File: src/rtl/ff_share_arb_if.sv
// Bundle of requester, shared-register and consumer signals around ff_share_arb.
// master = requesters/consumer/register side, slave = the arbiter.
interface ff_share_arb_if #(
  parameter int unsigned N_REQ = 4,
  parameter int unsigned W     = 32,
  parameter int unsigned ID_W  = 2
);
  logic [N_REQ-1:0]   req;
  logic [N_REQ*W-1:0] din;
  logic [N_REQ-1:0]   gnt;
  logic               clear;
  logic               ff_en;
  logic               ff_rst;
  logic [W-1:0]       ff_d;
  logic               out_valid;
  logic               out_rd;
  logic [ID_W-1:0]    src_id;
  logic               busy;

  modport master (
    output req, din, clear, out_rd,
    input  gnt, ff_en, ff_rst, ff_d, out_valid, src_id, busy
  );

  modport slave (
    input  req, din, clear, out_rd,
    output gnt, ff_en, ff_rst, ff_d, out_valid, src_id, busy
  );
endinterface

File: src/rtl/ff_share_arb.sv
// Round-robin arbiter sharing one external enable/clear pipeline register
// between N_REQ producers; tracks occupancy and tags the held word with its source.
module ff_share_arb #(
  parameter int unsigned N_REQ = 4,
  parameter int unsigned W     = 32,
  parameter int unsigned ID_W  = 2
) (
  input logic          CLK,
  input logic          rst,
  ff_share_arb_if.slave bus
);

  localparam int unsigned PTR_W = (N_REQ > 1) ? $clog2(N_REQ) : 1;

  typedef enum logic {EMPTY = 1'b0, FULL = 1'b1} state_t;

  state_t            state_q;
  logic [ID_W-1:0]   src_id_q;
  logic [PTR_W-1:0]  ptr_q;

  logic              slot_free;
  logic              win_found;
  logic [PTR_W-1:0]  win_idx;
  logic [PTR_W-1:0]  cand;
  logic              grant_ok;

  // Wrap-around search for the first request at or after ptr_q.
  always_comb begin
    win_found = 1'b0;
    win_idx   = '0;
    cand      = '0;
    for (int unsigned i = 0; i < N_REQ; i++) begin
      cand = PTR_W'((32'(ptr_q) + i) % N_REQ);
      if (!win_found && bus.req[cand]) begin
        win_found = 1'b1;
        win_idx   = cand;
      end
    end
  end

  assign slot_free = (state_q == EMPTY) | bus.out_rd;
  assign grant_ok  = slot_free & ~bus.clear & win_found & ~rst;

  assign bus.gnt       = grant_ok ? (N_REQ'(1) << win_idx) : '0;
  assign bus.ff_en     = grant_ok;
  assign bus.ff_rst    = bus.clear & ~rst;
  assign bus.ff_d      = grant_ok ? bus.din[32'(win_idx)*W +: W] : '0;
  assign bus.out_valid = (state_q == FULL);
  assign bus.src_id    = src_id_q;
  assign bus.busy      = (state_q == FULL) | (|bus.req);

  // Occupancy, source tag and round-robin pointer; clear outranks grant and consume.
  always_ff @(posedge CLK or posedge rst) begin
    if (rst) begin
      state_q  <= EMPTY;
      src_id_q <= '0;
      ptr_q    <= '0;
    end else if (bus.clear) begin
      state_q  <= EMPTY;
      src_id_q <= '0;
    end else if (grant_ok) begin
      state_q  <= FULL;
      src_id_q <= ID_W'(win_idx);
      ptr_q    <= (32'(win_idx) == N_REQ - 1) ? '0 : win_idx + PTR_W'(1);
    end else if (state_q == FULL && bus.out_rd) begin
      state_q  <= EMPTY;
    end
  end

endmodule

File: src/flat_wrapper.sv
// flat-port wrapper written by rule: the top's interface ports become plain ports
module ff_share_arb_flat 
#(
  parameter int unsigned N_REQ = 4,
  parameter int unsigned W     = 32,
  parameter int unsigned ID_W  = 2
)
  (CLK, rst, bus_req, bus_din, bus_clear, bus_out_rd, bus_gnt, bus_ff_en, bus_ff_rst, bus_ff_d, bus_out_valid, bus_src_id, bus_busy);
  ff_share_arb_if #(.N_REQ(N_REQ), .W(W), .ID_W(ID_W)) bus_i ();
  input logic CLK;
  input logic rst;
  input wire logic [$bits(bus_i.req)-1:0] bus_req;
  input wire logic [$bits(bus_i.din)-1:0] bus_din;
  input wire logic [$bits(bus_i.clear)-1:0] bus_clear;
  input wire logic [$bits(bus_i.out_rd)-1:0] bus_out_rd;
  output wire logic [$bits(bus_i.gnt)-1:0] bus_gnt;
  output wire logic [$bits(bus_i.ff_en)-1:0] bus_ff_en;
  output wire logic [$bits(bus_i.ff_rst)-1:0] bus_ff_rst;
  output wire logic [$bits(bus_i.ff_d)-1:0] bus_ff_d;
  output wire logic [$bits(bus_i.out_valid)-1:0] bus_out_valid;
  output wire logic [$bits(bus_i.src_id)-1:0] bus_src_id;
  output wire logic [$bits(bus_i.busy)-1:0] bus_busy;
  assign bus_i.req = bus_req;
  assign bus_i.din = bus_din;
  assign bus_i.clear = bus_clear;
  assign bus_i.out_rd = bus_out_rd;
  assign bus_gnt = bus_i.gnt;
  assign bus_ff_en = bus_i.ff_en;
  assign bus_ff_rst = bus_i.ff_rst;
  assign bus_ff_d = bus_i.ff_d;
  assign bus_out_valid = bus_i.out_valid;
  assign bus_src_id = bus_i.src_id;
  assign bus_busy = bus_i.busy;
  ff_share_arb #(.N_REQ(N_REQ), .W(W), .ID_W(ID_W)) u_core (.CLK(CLK), .rst(rst), .bus(bus_i));
endmodule
File: config.mk
export PLATFORM = sky130hd
export DESIGN_NAME = ff_share_arb_flat
export DESIGN_NICKNAME = d
export VERILOG_FILES = /design/src/rtl/ff_share_arb_if.sv /design/src/rtl/ff_share_arb.sv /design/src/flat_wrapper.sv
export SDC_FILE = /design/constraint.sdc
export NUM_CORES = 1
export LEC_CHECK = 0
export CAP_MARGIN = 20
export CORE_MARGIN = 10
export CORE_UTILIZATION = 29
export DETAILED_ROUTE_END_ITERATION = 8
export MAX_ROUTING_LAYER = met4
export PLACE_DENSITY = 0.91
export SYNTH_ARGS = -nofsm -noshare
export SYNTH_HDL_FRONTEND = slang
export SYNTH_SLANG_ARGS = --single-unit
export TNS_END_PERCENT = 30
File: constraint.sdc
create_clock -name CLK -period 2.94 [get_ports CLK]
set_clock_uncertainty 0.15 [all_clocks]
set_input_delay 0.294 -clock CLK [delete_from_list [all_inputs] [get_ports CLK]]
set_output_delay 0.294 -clock CLK [all_outputs]
set_load 0.02 [all_outputs]
==> metrics.csv, run 1 <==
stage,metric,value,unit
timing,fin_crit,2.822,ns
clock_tree,numCtsBuffers,3,
final_layout,n_antenna_cell,0,
timing,setup_viol,0,
floorplan,rows,25,
global_route,grt_pass1_vias,2187,
synthesis,synth.top_cell.area_share,45.73,%
floorplan,start_util,29.92,%
synthesis,synthTopCellsByCount,"mux2i_1, o22ai_1, nand2_1, dfrtp_1",
worst_setup_path,cp-startpoint,bus_req[0],
synthesis,yosys_register_bits,5,
worst_setup_path,setup.worst_path.start_class,input port,
global_route,antenna_found_initial,0,
synthesis,ys.flop_type,dfrtp_1,
final_layout,drive_gt1_share,11.11,%
synthesis,avgSynthCellArea,9.178,um2
power,p_leak,1.611,nW
timing,drv_slew,0,
final_layout,seqCellArea,125.1,um2
worst_setup_path,rr_worst_depth,7,
worst_setup_path,endpoint_kind,primary output,
floorplan,core_area,4755,um2
power,power_density,362.8,nW/um2
final_layout,fillers,386,
power,ir_drop,195.5,uV
drt,post_drt_wl_per_cell,19.90,um
worst_setup_path,cp_data_arrival_time,2.38,ns
floorplan,die_h,90.04,um
clock_tree,cts-root-buf,clkbuf_8,
drt,vias,2036,
final_layout,layout.nets,492,
final_layout,design_area,3387,um2
synthesis,syn-cell-area,1423,um2
global_route,grt_pass1_wl,12720,um
worst_setup_path,crit_end,bus_gnt[1],
timing,relSlewSlack,77.58,%
worst_setup_path,ff2ff_setup_slack,1.13,ns
timing,rsz0062_at_grt,false,
drt,vias_per_cell,4.871,
worst_hold_path,hold_path.class,in -> async,
drt,ant_nets,0,
synthesis,synth.most_common_cell,mux2i_1,
timing,worst_slew_pin_slew,0.3332,ns
drt,routed_wl,8319,um
drt,drc,0,
global_route,grt_overflow,0,
final_layout,multi_input_area,1106,um2
timing,period_share,95.97,%
worst_setup_path,r2r_start,u_core.bus.out_valid$_DFFE_PP0P_,
clock_tree,clkSlewWorstSetupHoldPaths,0.04,ns
drt,dr.first_iter.drc_count,74,
clock_tree,cts_buffer_depth,2,
clock_tree,cts_tree,yes,
final_layout,syn_to_final_growth,138.1,%
outcome,status,"finished, final reports clean",
synthesis,synth_edf_count,0,
synthesis,synth_fp_nets,295,
synthesis,syn_inst,155,
placed_design,dpl.hpwl,7384,um
synthesis,synth_seq_area_share,8.795,%
placed_design,gp_congestion,0.8370,
floorplan,ios,178,
synthesis,yosys_warnings,0,
placed_design,io_buffers,177,
placed_design,placed_cell_area,3383,um2
floorplan,dieArea,8107,um2
synthesis,synth.area.top_cells,"mux2i_1, o22ai_1, dfrtp_1",
drt,firstDrtPassIters,4,
floorplan,die_x,90.04,um
timing,max_freq,354.4,MHz
global_route,grt_max_degree,27,
worst_setup_path,crit_type,in -> out,
worst_setup_path,path_max_fanout,5,
clock_tree,postCtsHoldBufs,0,
global_route,grt.total_usage,19.83,%
worst_setup_path,cp.required,2.50,ns
clock_tree,h-tree-depth,1,
timing,hold_viol,0,
final_layout,fin_util,71.24,%
worst_setup_path,r2r-end,u_core.ptr_q[0]$_DFFE_PP0P_,
clock_tree,clkLatencyLatePin,0.22,ns
clock_tree,clkSinkCount,5,
synthesis,synthArstFlopShare,100.0,%
job,max_cap_violations,0,
synthesis,synthDistinctLibCells,29,
synthesis,yosys.area.top_type,mux2i_1,
## logic make-up (layout without fill, tap and decap cells)
kind of cell	count (synthesis)	in the layout	share of synthesized area, %
AO/OA/AOI/OAI	42	42	18.47
adder cells (fa/ha/maj)	4	4	3.518
buffers and inverters	17	213	13.54
flip-flops	5	5	8.795
multiplexers	65	65	45.73
AND/OR/NAND/NOR	22	22	9.938
## worst min path at each step
stage,startpoint,end,slack (ns),depth (start not counted)
floorplan,rst,u_core.bus.out_valid$_DFFE_PP0P_,-0.08,1
global placement,u_core.bus.src_id[0]$_DFFE_PP0P_,u_core.bus.src_id[0]$_DFFE_PP0P_,0.36,2
detailed placement,u_core.bus.src_id[0]$_DFFE_PP0P_,u_core.bus.src_id[0]$_DFFE_PP0P_,0.39,2
CTS,rst,u_core.ptr_q[0]$_DFFE_PP0P_,0.29,3
global route,rst,u_core.bus.out_valid$_DFFE_PP0P_,0.30,3
finish,rst,u_core.ptr_q[0]$_DFFE_PP0P_,0.29,3
## layout by cell type, fill, tap and decap left out, drive strengths merged
| cell | n |
|---|---|
| inv | 3 |
| clkinv | 2 |
| clkbuf | 4 |
| nand2 | 9 |
| buf | 27 |
| ha | 4 |
| a21boi | 1 |
| o21a | 1 |
| o22a | 1 |
| nor2b | 2 |
| or4 | 1 |
| clkdlybuf4s50 | 143 |
| or2b | 1 |
| dfrtp | 5 |
| nor4 | 1 |
| mux2i | 65 |
| o21ai | 1 |
| and2 | 4 |
| dlygate4sd2 | 34 |
| nand2b | 2 |
| o22ai | 33 |
| a21oi | 4 |
| a211oi | 1 |
| nor2 | 2 |
## power by group
part	internal (mW)	switching (mW)	total (mW)
combinational	0.563	0.442	1.00
clock	0.0931	0.0341	0.127
sequential	0.0822	0.0148	0.0970
total	0.738	0.491	1.23
## worst max-delay path: stages
cell,delay [ns]
clkdlybuf4s50_1,0.50
a21oi_1,0.08
o21a_1,0.17
o22a_2,0.27
clkinv_2,0.09
buf_4,0.12
ha_1,0.12
and2_1,0.12
clkdlybuf4s50_1,0.61
## what timing repair did
item,4_1_cts,5_1_grt
gates resized for setup,34,1
pin swaps,0,0
setup buffers,0,0
setup endpoints to repair,34,1
## registers in the layout (all words and copies together) (netlist names)
signal                count
u_core.bus.src_id         2
u_core.ptr_q              2
u_core.bus.out_valid      1
## cell type report
cell class | count | share of cell area (%)
inverter | 5 | 0.9605
clock buffer | 4 | 1.330
multi-input combinational | 133 | 32.66
timing repair buffer | 204 | 58.88
sequential | 5 | 3.694
tap | 67 | 2.475
## stage by stage
step	std cells	hold slack, ns	power (mW)	setup slack, ns	TNS, ns
after floorplan	155	-0.07748	0.7046	0.7336	0
after global placement	414	0.3568	1.123	-0.02164	-0.07242
after detailed placement	414	0.3945	1.149	-0.08149	-1.302
after CTS	418	0.2878	1.240	0.01597	0
after global routing	418	0.2970	1.312	0.02220	0
final	418	0.2877	1.229	0.1184	0
## routing by layer
metal  up-vias  GRT usage (%)  share of wire (%)
li1        989              -                  -
met1       921          20.66                 40
met2       122          36.44                 52
met3         4          5.071                7.5
met4         0          4.642               0.84
met5         -              -                  0
No activity file was read; power rests on OpenSTA's default activity.
==> inputs of run 2 (changes only) <==
PLACE_DENSITY = 0.89   (was 0.91)
==> run 2 against run 1 <==
Critical endpoint is now bus_ff_en. Non-clock buffer count is 6 lower. Worst hold slack better by 0.011 ns. Sequential share of layout area hardly changed.
==> metrics.csv, run 2 (synthesis gave the netlist of run 1 again) <==
stage,metric,value,unit
global_route,grt_pass1_wl,12710,um
final_layout,multi_input_area,1105,um2
floorplan,dieArea,8107,um2
global_route,grt_max_degree,27,
timing,setup_ws,0.1020,ns
power,p_sw,0.4833,mW
final_layout,n_antenna_cell,0,
timing,hold_slack,0.2992,ns
drt,ant_nets,0,
clock_tree,postCtsSetupBuffers,0,
clock_tree,cts-root-buf,clkbuf_8,
floorplan,die_h,90.04,um
drt,vias,2009,
clock_tree,cts_buffer_depth,2,
drt,dr.first_iter.drc_count,81,
drt,met2_length,4117,um
global_route,antenna_found_initial,0,
drt,met1_length,3396,um
worst_setup_path,r2r-end,u_core.bus.src_id[1]$_DFFE_PP0P_,
floorplan,start_util,29.92,%
global_route,grt_overflow,0,
placed_design,io_buffers,177,
final_layout,final_common_cell,clkdlybuf4s50_1,
clock_tree,postCtsHoldBufs,0,
power,p_sw_share,40.28,%
worst_setup_path,crit_end,bus_ff_en,
timing,drv_slew,0,
clock_tree,numCtsBuffers,3,
timing,hold_viol,0,
worst_setup_path,rr_worst_depth,7,
power,clkPwrFrac,10.7,%
floorplan,rows,25,
placed_design,pre_cts_slack,-0.1195,ns
clock_tree,cts_tree,yes,
clock_tree,clkSlewWorstSetupHoldPaths,0.04,ns
worst_setup_path,setup.worst_path.start_class,input port,
worst_setup_path,crit_type,in -> out,
floorplan,ios,178,
drt,maxUsedRoutingLayer,met4,
power,comb_power_share,81.2,%
final_layout,syn_to_final_growth,135.4,%
worst_setup_path,cp-startpoint,bus_req[2],
power,pwr-share-seq,8.1,%
power,internal_power,0.7166,mW
global_route,grt.total_usage,19.62,%
worst_setup_path,cp_data_arrival_time,2.39,ns
final_layout,layout.nets,486,
final_layout,layout_common_cells,"clkdlybuf4s50_1, mux2i_1, dlygate4sd2_1",
timing,rsz0062_at_grt,false,
worst_setup_path,endpoint_kind,primary output,
power,p_leak,1.620,nW
timing,fin_crit,2.838,ns
power,power.total,1.200,mW
worst_setup_path,path_max_fanout,7,
drt,vias_per_cell,4.876,
power,power_density,358.2,nW/um2
timing,period_share,96.53,%
drt,wl_met3,691,um
final_layout,seqCellArea,125.1,um2
power,ir_drop,215.3,uV
drt,drc,0,
drt,firstDrtPassIters,4,
clock_tree,clkLatencyLatePin,0.22,ns
timing,relSlewSlack,78.92,%
drt,post_drt_wl_per_cell,20.08,um
worst_setup_path,cp.required,2.50,ns
worst_hold_path,hold_path.class,in -> async,
clock_tree,h-tree-depth,1,
placed_design,dpl.hpwl,7314,um
timing,max_freq,352.4,MHz
floorplan,die_x,90.04,um
drt,routed_wl,8271,um
outcome,status,"finished, final reports clean",
worst_setup_path,ff2ff_setup_slack,1.12,ns
placed_design,gp_congestion,0.8980,
floorplan,core_area,4755,um2
final_layout,fillers,389,
global_route,grt_pass1_vias,2174,
worst_setup_path,r2r_start,u_core.bus.out_valid$_DFFE_PP0P_,
clock_tree,clkSinkCount,5,
timing,worst_slew_pin_slew,0.3158,ns
final_layout,drive_gt1_share,9.275,%
job,max_cap_violations,0,
timing,setup_viol,0,
run 2: cell count changes in the layout (fill, tap and decap cells not counted), sizes merged:
cell	change
dlymetal6s2s	+2
clkdlybuf4s50	-2
buf	-6
run 2: worst min path at each step:
stage,start,end,slack (ns)
2_1_floorplan,rst,u_core.bus.out_valid$_DFFE_PP0P_,-0.08
5_1_grt,rst,u_core.ptr_q[1]$_DFFE_PP0P_,0.33
4_1_cts,rst,u_core.ptr_q[1]$_DFFE_PP0P_,0.30
3_5_place_dp,u_core.bus.src_id[0]$_DFFE_PP0P_,u_core.bus.src_id[0]$_DFFE_PP0P_,0.37
6_report,rst,u_core.ptr_q[1]$_DFFE_PP0P_,0.30
3_3_place_gp,u_core.bus.src_id[0]$_DFFE_PP0P_,u_core.bus.src_id[0]$_DFFE_PP0P_,0.36
run 2: layout make-up:
type | instances | area share (%)
timing repair buffer | 198 | 58.46
sequential | 5 | 3.736
clock buffer | 4 | 1.345
multi-input combinational | 133 | 32.98
tap | 67 | 2.503
inverter | 5 | 0.9712
run 2: power by group through the flow:
| stage | logic [mW] | clock network (mW) | registers [mW] |
|---|---|---|---|
| 4_1_cts | 0.979 | 0.132 | 0.0970 |
| 3_3_place_gp | 1.00 | 0 | 0.0961 |
| 6_report | 0.975 | 0.128 | 0.0970 |
| 5_1_grt | 1.04 | 0.135 | 0.101 |
| 3_5_place_dp | 1.02 | 0 | 0.0978 |
| 2_1_floorplan | 0.607 | 0 | 0.0977 |
run 2: worst max-delay path, cell delays in order:
cell and delay (ns):
clkdlybuf4s50_1 0.54, nor4_1 0.08, or4_4 0.51, clkinv_4 0.10, buf_4 0.14, buf_4 0.12, clkdlybuf4s50_1 0.62
run 2: metrics by stage:
step,instances,instance area (um2),utilization [%],TNS [ns]
after floorplan,155,1423,-,0
final,412,3349,70.45,0
after global placement,408,3338,70.21,-0.5210
after CTS,412,3341,70.26,0
after detailed placement,408,3338,70.21,-1.879
after global routing,412,3349,70.45,0
run 2: per-layer routing:
layer	up-vias	global-route usage [%]
met1	902	21.85
met4	0	3.316
met2	119	34.69
li1	981	-
met3	7	5.237
met5	-	-
run 2: what timing repair did:
| item | in CTS | in global routing |
|---|---|---|
| setup endpoints to repair | 34 | 2 |
| hold endpoints to repair | 0 | 0 |
| gates resized for setup | 34 | 3 |
